==> config.mk <==
export PLATFORM = sky130hd
export DESIGN_NAME = cordic_hand_scheduler
export DESIGN_NICKNAME = d
export VERILOG_FILES = /design/src/rtl/cordic_hand_scheduler.sv
export SDC_FILE = /design/constraint.sdc
export NUM_CORES = 1
export LEC_CHECK = 0
export ABC_AREA = 1
export BUFFER_PORTS_ARGS = -buffer_cell sky130_fd_sc_hd__buf_2
export CAP_MARGIN = 0
export CORE_UTILIZATION = 53
export CTS_CLUSTER_DIAMETER = 100
export DETAILED_ROUTE_END_ITERATION = 8
export HOLD_SLACK_MARGIN = 0.08
export PLACE_DENSITY = 0.83
export SYNTH_ARGS = -nofsm -noshare
export SYNTH_HDL_FRONTEND = slang
export SYNTH_SLANG_ARGS = --single-unit
==> constraint.sdc <==
create_clock -name clk -period 6.45 [get_ports clk]
set_clock_uncertainty 0.05 [all_clocks]
set_input_delay 0.645 -clock clk [delete_from_list [all_inputs] [get_ports clk]]
set_output_delay 0.645 -clock clk [all_outputs]
set_load 0.02 [all_outputs]
==> src/rtl/cordic_hand_scheduler.sv <==
// ============================================================================
// Module      : cordic_hand_scheduler
// Description : Shares one CORDIC sin/cos engine between up to four clock-hand
//               requesters. It arbitrates round-robin, drives the CORDIC
//               start/done handshake, scales sin/cos by the hand length
//               (rounding toward zero) and returns X/Y offsets over a
//               valid/ready response channel.
//               Optional build macro: CORDIC_TIMEOUT_EN (bounded wait on done).
// Revision    : 1.0 - initial release
// ============================================================================
`default_nettype none

module cordic_hand_scheduler #(
    parameter int N_REQ   = 3,
    parameter int ANGLE_W = 9,
    parameter int RES_W   = 9,
    parameter int LEN_W   = 8,
    parameter int TIMEOUT = 64
) (
    input  logic                        clk,
    input  logic                        reset,
    input  logic [N_REQ-1:0]            req_valid,
    input  logic [N_REQ*ANGLE_W-1:0]    req_angle,
    input  logic [N_REQ*LEN_W-1:0]      req_len,
    output logic [N_REQ-1:0]            req_ready,
    output logic                        cordic_start,
    output logic [ANGLE_W-1:0]          cordic_angle,
    input  logic signed [RES_W-1:0]     cordic_sin,
    input  logic signed [RES_W-1:0]     cordic_cos,
    input  logic                        cordic_done,
    output logic                        rsp_valid,
    input  logic                        rsp_ready,
    output logic [1:0]                  rsp_id,
    output logic signed [RES_W-1:0]     rsp_x,
    output logic signed [RES_W-1:0]     rsp_y,
    output logic                        rsp_err
);

    localparam int                 c_P_W       = RES_W + LEN_W + 1;
    localparam logic [1:0]         c_LAST_ID   = 2'(N_REQ - 1);
    localparam logic [ANGLE_W-1:0] c_FULL_TURN = ANGLE_W'(360);

    typedef enum logic [2:0] {
        S_IDLE  = 3'd0,
        S_ISSUE = 3'd1,
        S_WAIT  = 3'd2,
        S_SCALE = 3'd3,
        S_RESP  = 3'd4
    } state_t;

    state_t                    r_state;
    logic [1:0]                r_rr;
    logic [1:0]                r_id;
    logic [LEN_W-1:0]          r_len;
    logic [ANGLE_W-1:0]        r_angle;
    logic                      r_start;
    logic signed [RES_W-1:0]   r_sin;
    logic signed [RES_W-1:0]   r_cos;
    logic                      r_valid;
    logic signed [RES_W-1:0]   r_x;
    logic signed [RES_W-1:0]   r_y;

    logic                      w_any;
    logic [1:0]                w_gidx;
    logic [N_REQ-1:0]          w_grant;
    logic [1:0]                w_rr_next;
    logic [ANGLE_W-1:0]        w_ang_sel;
    logic [ANGLE_W-1:0]        w_ang_wrapped;
    logic [LEN_W-1:0]          w_len_sel;
    logic signed [c_P_W-1:0]   w_py;
    logic signed [c_P_W-1:0]   w_px;
    logic [RES_W-1:0]          w_y;
    logic [RES_W-1:0]          w_x;

`ifdef CORDIC_TIMEOUT_EN
    localparam logic [6:0] c_TMO_LAST = 7'(TIMEOUT - 1);
    logic [6:0] r_tmo;
    logic       r_err;
`endif

    // Round-robin search: first asserted requester starting at r_rr, wrapping.
    always_comb begin
        logic [2:0] w_sum;
        w_sum  = '0;
        w_any  = 1'b0;
        w_gidx = '0;
        for (int k = 0; k < N_REQ; k++) begin
            w_sum = {1'b0, r_rr} + 3'(k);
            if (w_sum >= 3'(N_REQ)) begin
                w_sum = w_sum - 3'(N_REQ);
            end
            if (!w_any && req_valid[w_sum[1:0]]) begin
                w_any  = 1'b1;
                w_gidx = w_sum[1:0];
            end
        end
        w_grant = w_any ? (N_REQ'(1) << w_gidx) : '0;
    end

    assign w_rr_next     = (w_gidx == c_LAST_ID) ? 2'd0 : w_gidx + 2'd1;
    assign w_ang_sel     = req_angle[w_gidx*ANGLE_W +: ANGLE_W];
    assign w_len_sel     = req_len[w_gidx*LEN_W +: LEN_W];
    assign w_ang_wrapped = (w_ang_sel >= c_FULL_TURN) ? (w_ang_sel - c_FULL_TURN) : w_ang_sel;

    // Length is unsigned, so it is zero-extended before the signed multiply.
    assign w_py = c_P_W'(r_sin) * $signed(c_P_W'({1'b0, r_len}));
    assign w_px = c_P_W'(r_cos) * $signed(c_P_W'({1'b0, r_len}));

    // Divide by 256 rounding toward zero: shift the magnitude, restore the sign.
    function automatic logic [RES_W-1:0] f_scale(input logic signed [c_P_W-1:0] p);
        logic [c_P_W-1:0] mag;
        logic [c_P_W-1:0] q;
        mag = p[c_P_W-1] ? c_P_W'(-p) : c_P_W'(p);
        q   = mag >> 8;
        q   = p[c_P_W-1] ? (~q + 1'b1) : q;
        return q[RES_W-1:0];
    endfunction

    assign w_y = f_scale(w_py);
    assign w_x = f_scale(w_px);

    // Grant is only offered while idle; reset forces it low immediately.
    assign req_ready    = (r_state == S_IDLE && !reset) ? w_grant : '0;
    assign cordic_start = r_start;
    assign cordic_angle = r_angle;
    assign rsp_valid    = r_valid;
    assign rsp_id       = r_id;
    assign rsp_x        = r_x;
    assign rsp_y        = r_y;
`ifdef CORDIC_TIMEOUT_EN
    assign rsp_err      = r_err;
`else
    assign rsp_err      = 1'b0;
`endif

    // Main sequencer: grant, start pulse, wait for done, scale, respond.
    always_ff @(posedge clk or posedge reset) begin
        if (reset) begin
            r_state <= S_IDLE;
            r_rr    <= '0;
            r_id    <= '0;
            r_len   <= '0;
            r_angle <= '0;
            r_start <= 1'b0;
            r_sin   <= '0;
            r_cos   <= '0;
            r_valid <= 1'b0;
            r_x     <= '0;
            r_y     <= '0;
`ifdef CORDIC_TIMEOUT_EN
            r_tmo   <= '0;
            r_err   <= 1'b0;
`endif
        end else begin
            case (r_state)
                S_IDLE: begin
                    r_start <= 1'b0;
                    if (w_any) begin
                        r_id    <= w_gidx;
                        r_len   <= w_len_sel;
                        r_angle <= w_ang_wrapped;
                        r_rr    <= w_rr_next;
                        r_start <= 1'b1;
                        r_state <= S_ISSUE;
                    end
                end
                S_ISSUE: begin
                    r_start <= 1'b0;
`ifdef CORDIC_TIMEOUT_EN
                    r_tmo   <= '0;
`endif
                    r_state <= S_WAIT;
                end
                S_WAIT: begin
                    if (cordic_done) begin
                        r_sin   <= cordic_sin;
                        r_cos   <= cordic_cos;
                        r_state <= S_SCALE;
`ifdef CORDIC_TIMEOUT_EN
                    end else if (r_tmo == c_TMO_LAST) begin
                        r_x     <= '0;
                        r_y     <= '0;
                        r_err   <= 1'b1;
                        r_valid <= 1'b1;
                        r_state <= S_RESP;
                    end else begin
                        r_tmo   <= r_tmo + 7'd1;
`endif
                    end
                end
                S_SCALE: begin
                    r_x     <= w_x;
                    r_y     <= w_y;
                    r_valid <= 1'b1;
`ifdef CORDIC_TIMEOUT_EN
                    r_err   <= 1'b0;
`endif
                    r_state <= S_RESP;
                end
                S_RESP: begin
                    if (rsp_ready) begin
                        r_valid <= 1'b0;
                        r_state <= S_IDLE;
                    end
                end
                default: begin
                    r_state <= S_IDLE;
                end
            endcase
        end
    end

endmodule

`default_nettype wire

-- Word level (Yosys, flattened, before mapping)
Index checks and enable logic that the tools add are counted.
- add/sub/neg operators: 11
- multipliers: 3
- div/mod/pow operators: 0
- order comparisons: 7
- equality and inequality tests: 8
- shift operators: 3
- muxes and demuxes: 31
- bitwise operators: 2
- reduce and logical (&&, ||, !) cells: 13
- operators by type and width (operator ; count):
    multiplier 9 x 9 -> 18 bit ; 2
    two-way mux 17 bit ; 2
    negator 17 bit ; 2
    two-way mux 9 bit ; 3
    indexed part select 27 x 7 -> 9 bit ; 1
    indexed part select 24 x 6 -> 8 bit ; 1
    adder 9 x 1 -> 9 bit (second input constant) ; 2
    inverter 9 bit ; 2
    two-way mux 3 bit ; 5
    case mux 3 bit (5 select lines) ; 1
    two-way mux 2 bit ; 7
    >= comparator 9 bit (second input constant) ; 1
    less-than comparator 2 x 3 -> 1 bit (second input constant) ; 3
    subtractor 9 bit (second input constant) ; 1
    two-way mux 1 bit ; 8
    binary-select mux 1 bit (select 2 bit) ; 3
    == test 3 x 2 -> 1 bit (second input constant) ; 2
    >= comparator 3 x 2 -> 1 bit (second input constant) ; 2
    multiplier 2 x 4 -> 6 bit (second input constant) ; 1
    inequality test 2 bit (second input constant) ; 3
    AND reduction 2 bit ; 3
    subtractor 2 bit (second input constant) ; 3
    case mux 1 bit (2 select lines) ; 2
    nonzero test 2 bit ; 2
    other kinds (12) ; 16
- register bits: 62
- bits in latches: 0
- RAM bits: 0
- ROM bits: 0
- input bits: 76
- output and inout bits: 35
- word-level logic and storage cells: 89
- memories kept: 0

-- Longest topological paths before layout
Gate-level depths: netlist of run 1.
- depth in word-level cells: 15
- gate-level depth with buffers: 33
- depth with buffers taken out: 31

-- Worst setup path after synthesis of run 1
Ideal clock, no wire load.
- kind: register to register
- from: register r_len[5]
- to: register r_x[8] (netlist: rsp_x[8])
- setup time: 0.117 ns
- arrival: 5.278 ns
- data required time: 6.283 ns
- setup slack: 1.004 ns
- cell stages (with the launch flop): 32
- path buffers: 3
- clock period less this slack: 5.446 ns
- cell sequence: dfrtp_1 clkbuf_1 clkbuf_1 nand2_1 fa_1 inv_1 fa_1 inv_1 fa_1 inv_1 fa_1 ha_1 nand2_1 nand2_1 nand3_1 nand2_1 a21oi_1 nand2_2 xor2_2 buf_6 nand2_1 nand2_1 inv_1 ha_1 nand3_1 nor2_1 nand2_2 nand2_2 nand2_1 nand2_1 nand3_1 nand2_1
- word-level cells in the longest chain between the ends: 6
- ends and longest elaborated chain (item ; RTL line ; RTL):
    start, declared ; 54 ; logic [LEN_W-1:0] r_len;
    start signal, assigned ; 160 ; r_len <= w_len_sel;
    multiplier 9 x 9 -> 18 bit (*) ; 107 ; assign w_px = c_P_W'(r_cos) * $signed(c_P_W'({1'b0, r_len}));
    negator 17 bit ; 113 ; mag = p[c_P_W-1] ? c_P_W'(-p) : c_P_W'(p);
    two-way mux 17 bit ; 113 ;
    inverter 9 bit ; 115 ; q = p[c_P_W-1] ? (~q + 1'b1) : q;
    adder 9 x 1 -> 9 bit ; 115 ;
    two-way mux 9 bit (*) ; 115 ;
    end signal, assigned ; 192 ; r_x <= w_x;
    end, declared ; 60 ; logic signed [RES_W-1:0] r_x;
Every way passes the cells marked *; elsewhere a longest branch is shown, timed or not.
A chain may end at the register's enable or synchronous reset.

-- Worst setup path after layout of run 1
- from: register r_len[2]
- to: register r_x[4] (netlist: rsp_x[4])
Same word-level chain as after synthesis.

==> results of run 1 <==
placed cells by master (no fill, tap or decap), types with 7 or more instances in the layout:
master / instances
inv_2: 8
fa_1: 120
nand3_1: 84
o21ai_0: 36
inv_1: 329
xor2_1: 11
mux2_2: 18
nand2_1: 485
nor2_1: 53
clkbuf_16: 9
a21oi_1: 29
nand3b_1: 12
nand2_2: 19
dfrtp_1: 62
nor2_2: 10
buf_4: 9
nand4_1: 7
buf_2: 109
ha_1: 77
area by class of cell:
cell class              count  area (um^2)  area share [%]
multi-input cells        1009         7140            63.9
diodes                      1         2.50          0.0224
repair buffers            118          613            5.48
well taps                 234          293            2.62
inverters                 340         1280            11.5
flip-flops and latches     62         1550            13.9
clock buffers              10          229            2.05
clock inverters             6         70.1           0.627
cells by family after synthesis:
kind of cell	synth area share, %
AO/OA/AOI/OAI	4.28
XOR/XNOR	1.53
adder cells (fa/ha/maj)	33.0
buffers and inverters	14.8
flip-flops	15.2
multiplexers	1.99
other	0.0368
AND/OR/NAND/NOR	29.2
per-layer routing:
metal / vias to the layer above / GRT usage (%) / routed length [um]
li1: 4498 / - / -
met1: 4283 / 28.8 / 9360
met2: 208 / 45.7 / 11700
met3: 77 / 3.50 / 951
met4: 0 / 12.9 / 1020
met5: - / 0 / 0
sequential cells by signal, indices dropped and copies added, names as in the netlist:
register,flops
cordic_angle,9
r_cos,9
r_sin,9
rsp_x,9
rsp_y,9
r_len,8
r_state,3
r_rr,2
rsp_id,2
cordic_start,1
rsp_valid,1
per-stage QoR:
step	cell area [um^2]	util [%]	hold WS (ns)	setup slack [ns]	std cells
floorplan	10200	-	0.431	1.00	1460
global placement	10900	58.0	0.410	0.984	1763
detailed placement	10900	58.0	0.413	0.820	1763
CTS	11200	59.6	0.122	0.795	1779
global route	11200	59.6	0.142	0.282	1780
finish	11200	59.6	0.140	0.753	1780
worst min-delay path by stage:
stage | to | start | slack, ns
2_1_floorplan | r_rr[0] | r_rr[0] | 0.43
3_3_place_gp | rsp_y[5] | rsp_y[5] | 0.41
3_5_place_dp | rsp_y[5] | rsp_y[5] | 0.41
4_1_cts | cordic_angle[1] | reset | 0.12
5_1_grt | cordic_angle[2] | reset | 0.14
6_report | cordic_angle[2] | reset | 0.14
==> impl_metrics.py, run 1 <==
metrics = {
    "die": {
        "die_x_um": 141,
        "fp.dieArea_um2": 19800,
        "fp.coreArea_um2": 18800,
        "ios": 111,
        "rows": 50,
        "initial_core_util_pct": 54.3,
        "die_h_um": 141,
    },
    "cts": {
        "cts_max_path_buffers": 2,
        "clk_latency_ns": 0.35,
        "clk_pin_slew_ns": 0.06,
        "cts_made_buffers": 9,
        "cts-root-buf": "clkbuf_16",
        "h-tree-depth": 3,
        "post_cts_buffers": 0,
        "postCtsResizedCells": 0,
        "cts_tree": "built",
        "clock_sinks": 62,
        "cts_hold_buf": 0,
    },
    "synth": {
        "post_synth.cell_area_avg_um2": 6.99,
        "synth_commonest_cells": "485 x nand2_1, 330 x inv_1, 120 x fa_1",
        "synth_area_leaders": "fa_1 24%, nand2_1 18%, dfrtp_1 15%, inv_1 12%, ha_1 9.4%",
        "syn_area_um2": 10200,
        "ys_ff_latch": 62,
        "synth_cells": 1460,
        "synthArstFlopShare_pct": 100,
        "ys_seq_area_share_pct": 15.2,
        "yosys_warnings": 0,
        "post_synth_num_cell_types": 44,
        "yosysTopAreaCellShare_pct": 23.6,
        "synth_most_common_cell": "nand2_1",
        "synth_top_cell_by_area": "fa_1",
        "synth_nets": 1733,
        "synth_ff_type": "dfrtp_1",
        "synth_edf_count": 0,
    },
    "setup_path": {
        "cpPeakStageDelay_ns": 0.70,
        "startpoint": "r_len[2]",
        "crit_slowest_cell": "fa_1",
        "rr_endpoint": "rsp_x[4]",
        "r2r_setup_slack_ns": 0.75,
        "cp-endpoint": "rsp_x[4]",
        "worst-path-stages": 27,
        "crit_arrival_ns": 5.84,
        "required_ns": 6.59,
        "crit_fanout": 12,
        "rr_startpoint": "r_len[2]",
        "critPathLaunchType": "register",
        "rr_worst_depth": 27,
        "crit_family": "adder cells",
        "critPathBufInv": 6,
        "path_class": "reg2reg",
        "cpMostUsedCell": "nand2_1",
        "crit_path_end_kind": "register",
    },
    "drt": {
        "ant_nets": 0,
        "routed_wl_um": 23000,
        "drtPass1Iterations": 5,
        "route.detailed.drc": 0,
        "wl_per_cell_um": 12.9,
        "vias": 9066,
        "post_drt_via_cell_ratio": 5.09,
        "drt_iter0_drc": 512,
    },
    "min_path": {
        "min-delay-path-class": "in2async",
    },
    "global_routing": {
        "grt_usage_pct": 25.1,
        "grt_max_degree": 60,
        "antenna_found_initial": 1,
        "grt_pass1_vias": 9178,
        "grt_overflow": 0,
        "grt_first_pass_wirelength_um": 40100,
    },
    "timing": {
        "max_freq_mhz": 176,
        "fin_crit_sh_pct": 88.3,
        "fin_crit_ns": 5.70,
        "worst_pin_slew_ns": 0.928,
        "hold_violations": 0,
        "slew_violations": 0,
        "rsz0062_at_grt": "no",
        "setup_viol": 0,
        "fin_setup_tns_ns": 0,
        "relSlewSlack_pct": 38.0,
    },
    "final_layout": {
        "drive_gt1_share_pct": 13.3,
        "fillers": 1667,
        "final_net_count": 1813,
        "synthToLayoutAreaGrowth_pct": 9.61,
    },
    "job": {
        "cap_violations": 0,
    },
    "place": {
        "io_buffers": 109,
        "place_congestion": 0.873,
        "dp_hpwl_um": 18700,
    },
    "outcome": {
        "status": "finished, final reports clean",
    },
}
Power of run 1 is not shown: default switching activity piles up to over one toggle a cycle in this logic, so the estimate is an artifact.
==> inputs of run 2 (changes only) <==
--- a/config.mk
+++ b/config.mk
@@ -13,6 +13,7 @@
 export DETAILED_ROUTE_END_ITERATION = 8
 export HOLD_SLACK_MARGIN = 0.08
 export PLACE_DENSITY = 0.83
+export SKIP_LAST_GASP = 1
 export SYNTH_ARGS = -nofsm -noshare
 export SYNTH_HDL_FRONTEND = slang
 export SYNTH_SLANG_ARGS = --single-unit
==> constraint.sdc (replaced) <==
create_clock -name clk -period 6.45 [get_ports clk]
set_clock_uncertainty 0.05 [all_clocks]
set_input_delay 1.29 -clock clk [delete_from_list [all_inputs] [get_ports clk]]
set_output_delay 1.29 -clock clk [all_outputs]
set_load 0.02 [all_outputs]
==> run 2 against run 1 <==
Net effect: register-to-register slack is essentially flat; critical endpoint unchanged; global-route usage grew 0.57 points; routed wire length grew 1.8%.
==> impl_metrics.py, run 2 (synthesis results as in run 1) <==
metrics = {
    "outcome": {
        "status": "finished, final reports clean",
    },
    "final_layout": {
        "layout_commonest_cell": "nand2_1",
        "regArea_um2": 1550,
        "final_cell_mix": "485 x nand2_1, 329 x inv_1, 120 x fa_1, 109 x buf_2, 84 x nand3_1",
        "drive_gt1_share_pct": 13.4,
        "design_area_um2": 11200,
        "multi_input_area_um2": 7140,
        "final_net_count": 1814,
        "synthToLayoutAreaGrowth_pct": 10.2,
        "diodes": 0,
        "fillers": 1663,
    },
    "cts": {
        "cts_max_path_buffers": 2,
        "cts_tree": "built",
        "h-tree-depth": 3,
        "clk_latency_ns": 0.35,
        "post_cts_buffers": 0,
        "cts-root-buf": "clkbuf_16",
        "cts_made_buffers": 9,
        "clock_sinks": 62,
        "cts_hold_buf": 0,
        "clk_pin_slew_ns": 0.06,
        "postCtsResizedCells": 0,
    },
    "timing": {
        "relSlewSlack_pct": 37.8,
        "setup_slack_ns": 0.753,
        "worst_pin_slew_ns": 0.930,
        "slew_violations": 0,
        "rsz0062_at_grt": "no",
        "max_freq_mhz": 176,
        "fin_crit_sh_pct": 88.3,
        "fin_crit_ns": 5.70,
        "hold_violations": 0,
        "setup_viol": 0,
        "fin_setup_tns_ns": 0,
    },
    "setup_path": {
        "crit_family": "adder cells",
        "crit_fanout": 12,
        "critPathBufInv": 7,
        "critPathLaunchType": "register",
        "cpPeakStageDelay_ns": 0.71,
        "required_ns": 6.59,
        "crit_slowest_cell": "fa_1",
        "path_class": "reg2reg",
        "crit_path_end_kind": "register",
        "crit_arrival_ns": 5.84,
    },
    "global_routing": {
        "grt_pass1_vias": 9251,
        "use_met2_pct": 47.8,
        "grt_usage_pct": 25.7,
        "grt_max_degree": 60,
        "top_usage_layer": "met2",
        "use_met1_pct": 29.5,
        "grt_first_pass_wirelength_um": 41100,
        "grt_overflow": 0,
        "grt_use_met3_pct": 2.99,
        "antenna_found_initial": 0,
    },
    "place": {
        "placed_area_um2": 10900,
        "pre_cts_ws_ns": 0.766,
        "io_buffers": 109,
        "place_congestion": 0.873,
        "dp_hpwl_um": 19100,
    },
    "drt": {
        "drt_iter0_drc": 570,
        "drtPass1Iterations": 5,
        "routed_wl_um": 23500,
        "route.detailed.drc": 0,
        "wl_per_cell_um": 13.2,
        "post_drt_via_cell_ratio": 5.11,
        "ant_nets": 0,
        "vias": 9091,
    },
    "die": {
        "fp.coreArea_um2": 18800,
        "die_h_um": 141,
        "fp.dieArea_um2": 19800,
        "rows": 50,
        "initial_core_util_pct": 54.3,
        "ios": 111,
        "die_x_um": 141,
    },
    "min_path": {
        "min-delay-path-class": "reg2reg",
    },
    "job": {
        "cap_violations": 0,
    },
}
-- run 2: cell count changes in the layout (fill, tap and decap cells not counted), sizes merged --
| cell | before | now |
|---|---|---|
| clkinv | 6 | 2 |
| buf | 118 | 119 |
| diode | 1 | 0 |
| bufinv | 1 | 3 |
| clkbuf | 10 | 9 |
| inv | 339 | 342 |
-- run 2: final timing paths --
kind,slack (ns),cells past startpoint,to,startpoint
max,0.75,27,rsp_x[4],r_len[2]
min,0.42,2,rsp_y[1],rsp_y[1]
max reg2reg,0.75,27,rsp_x[4],r_len[2]
min reg2reg,0.42,2,rsp_y[1],rsp_y[1]
max in group asynchronous,4.61,3,rsp_x[5],reset
min in group asynchronous,0.78,2,cordic_angle[0],reset
-- run 2: stage by stage --
| stage | util (%) | cells | hold slack (ns) |
|---|---|---|---|
| floorplan | - | 1460 | 0.431 |
| global placement | 58.0 | 1764 | 0.410 |
| detailed placement | 58.0 | 1764 | 0.412 |
| CTS | 59.9 | 1780 | 0.428 |
| global route | 59.9 | 1780 | 0.452 |
| finish | 59.9 | 1780 | 0.420 |
-- run 2: per-layer routing --
metal	share of wire (%)	wire (um)	vias to the layer above
li1	-	-	4498
met3	3.6	848	65
met4	3.8	899	0
met1	41	9540	4300
met2	52	12200	228
met5	0	0	-
-- run 2: area by class of cell --
cell class                 instances  share of cell area (%)
sequential                        62                    13.8
multi-input combinational       1009                    63.5
tap                              234                    2.61
inverter                         340                    11.4
clock buffer                       9                    2.00
timing repair buffer             119                    5.52
clock inverter                     7                    1.14
-- run 2: worst min-delay path: cells and delay by family, from the launching register on --
family | cells | cell delay (ns)
flip-flops | 1 | 0.34
AND/OR/NAND/NOR | 2 | 0.10
Power of run 2 is left out for the same reason.
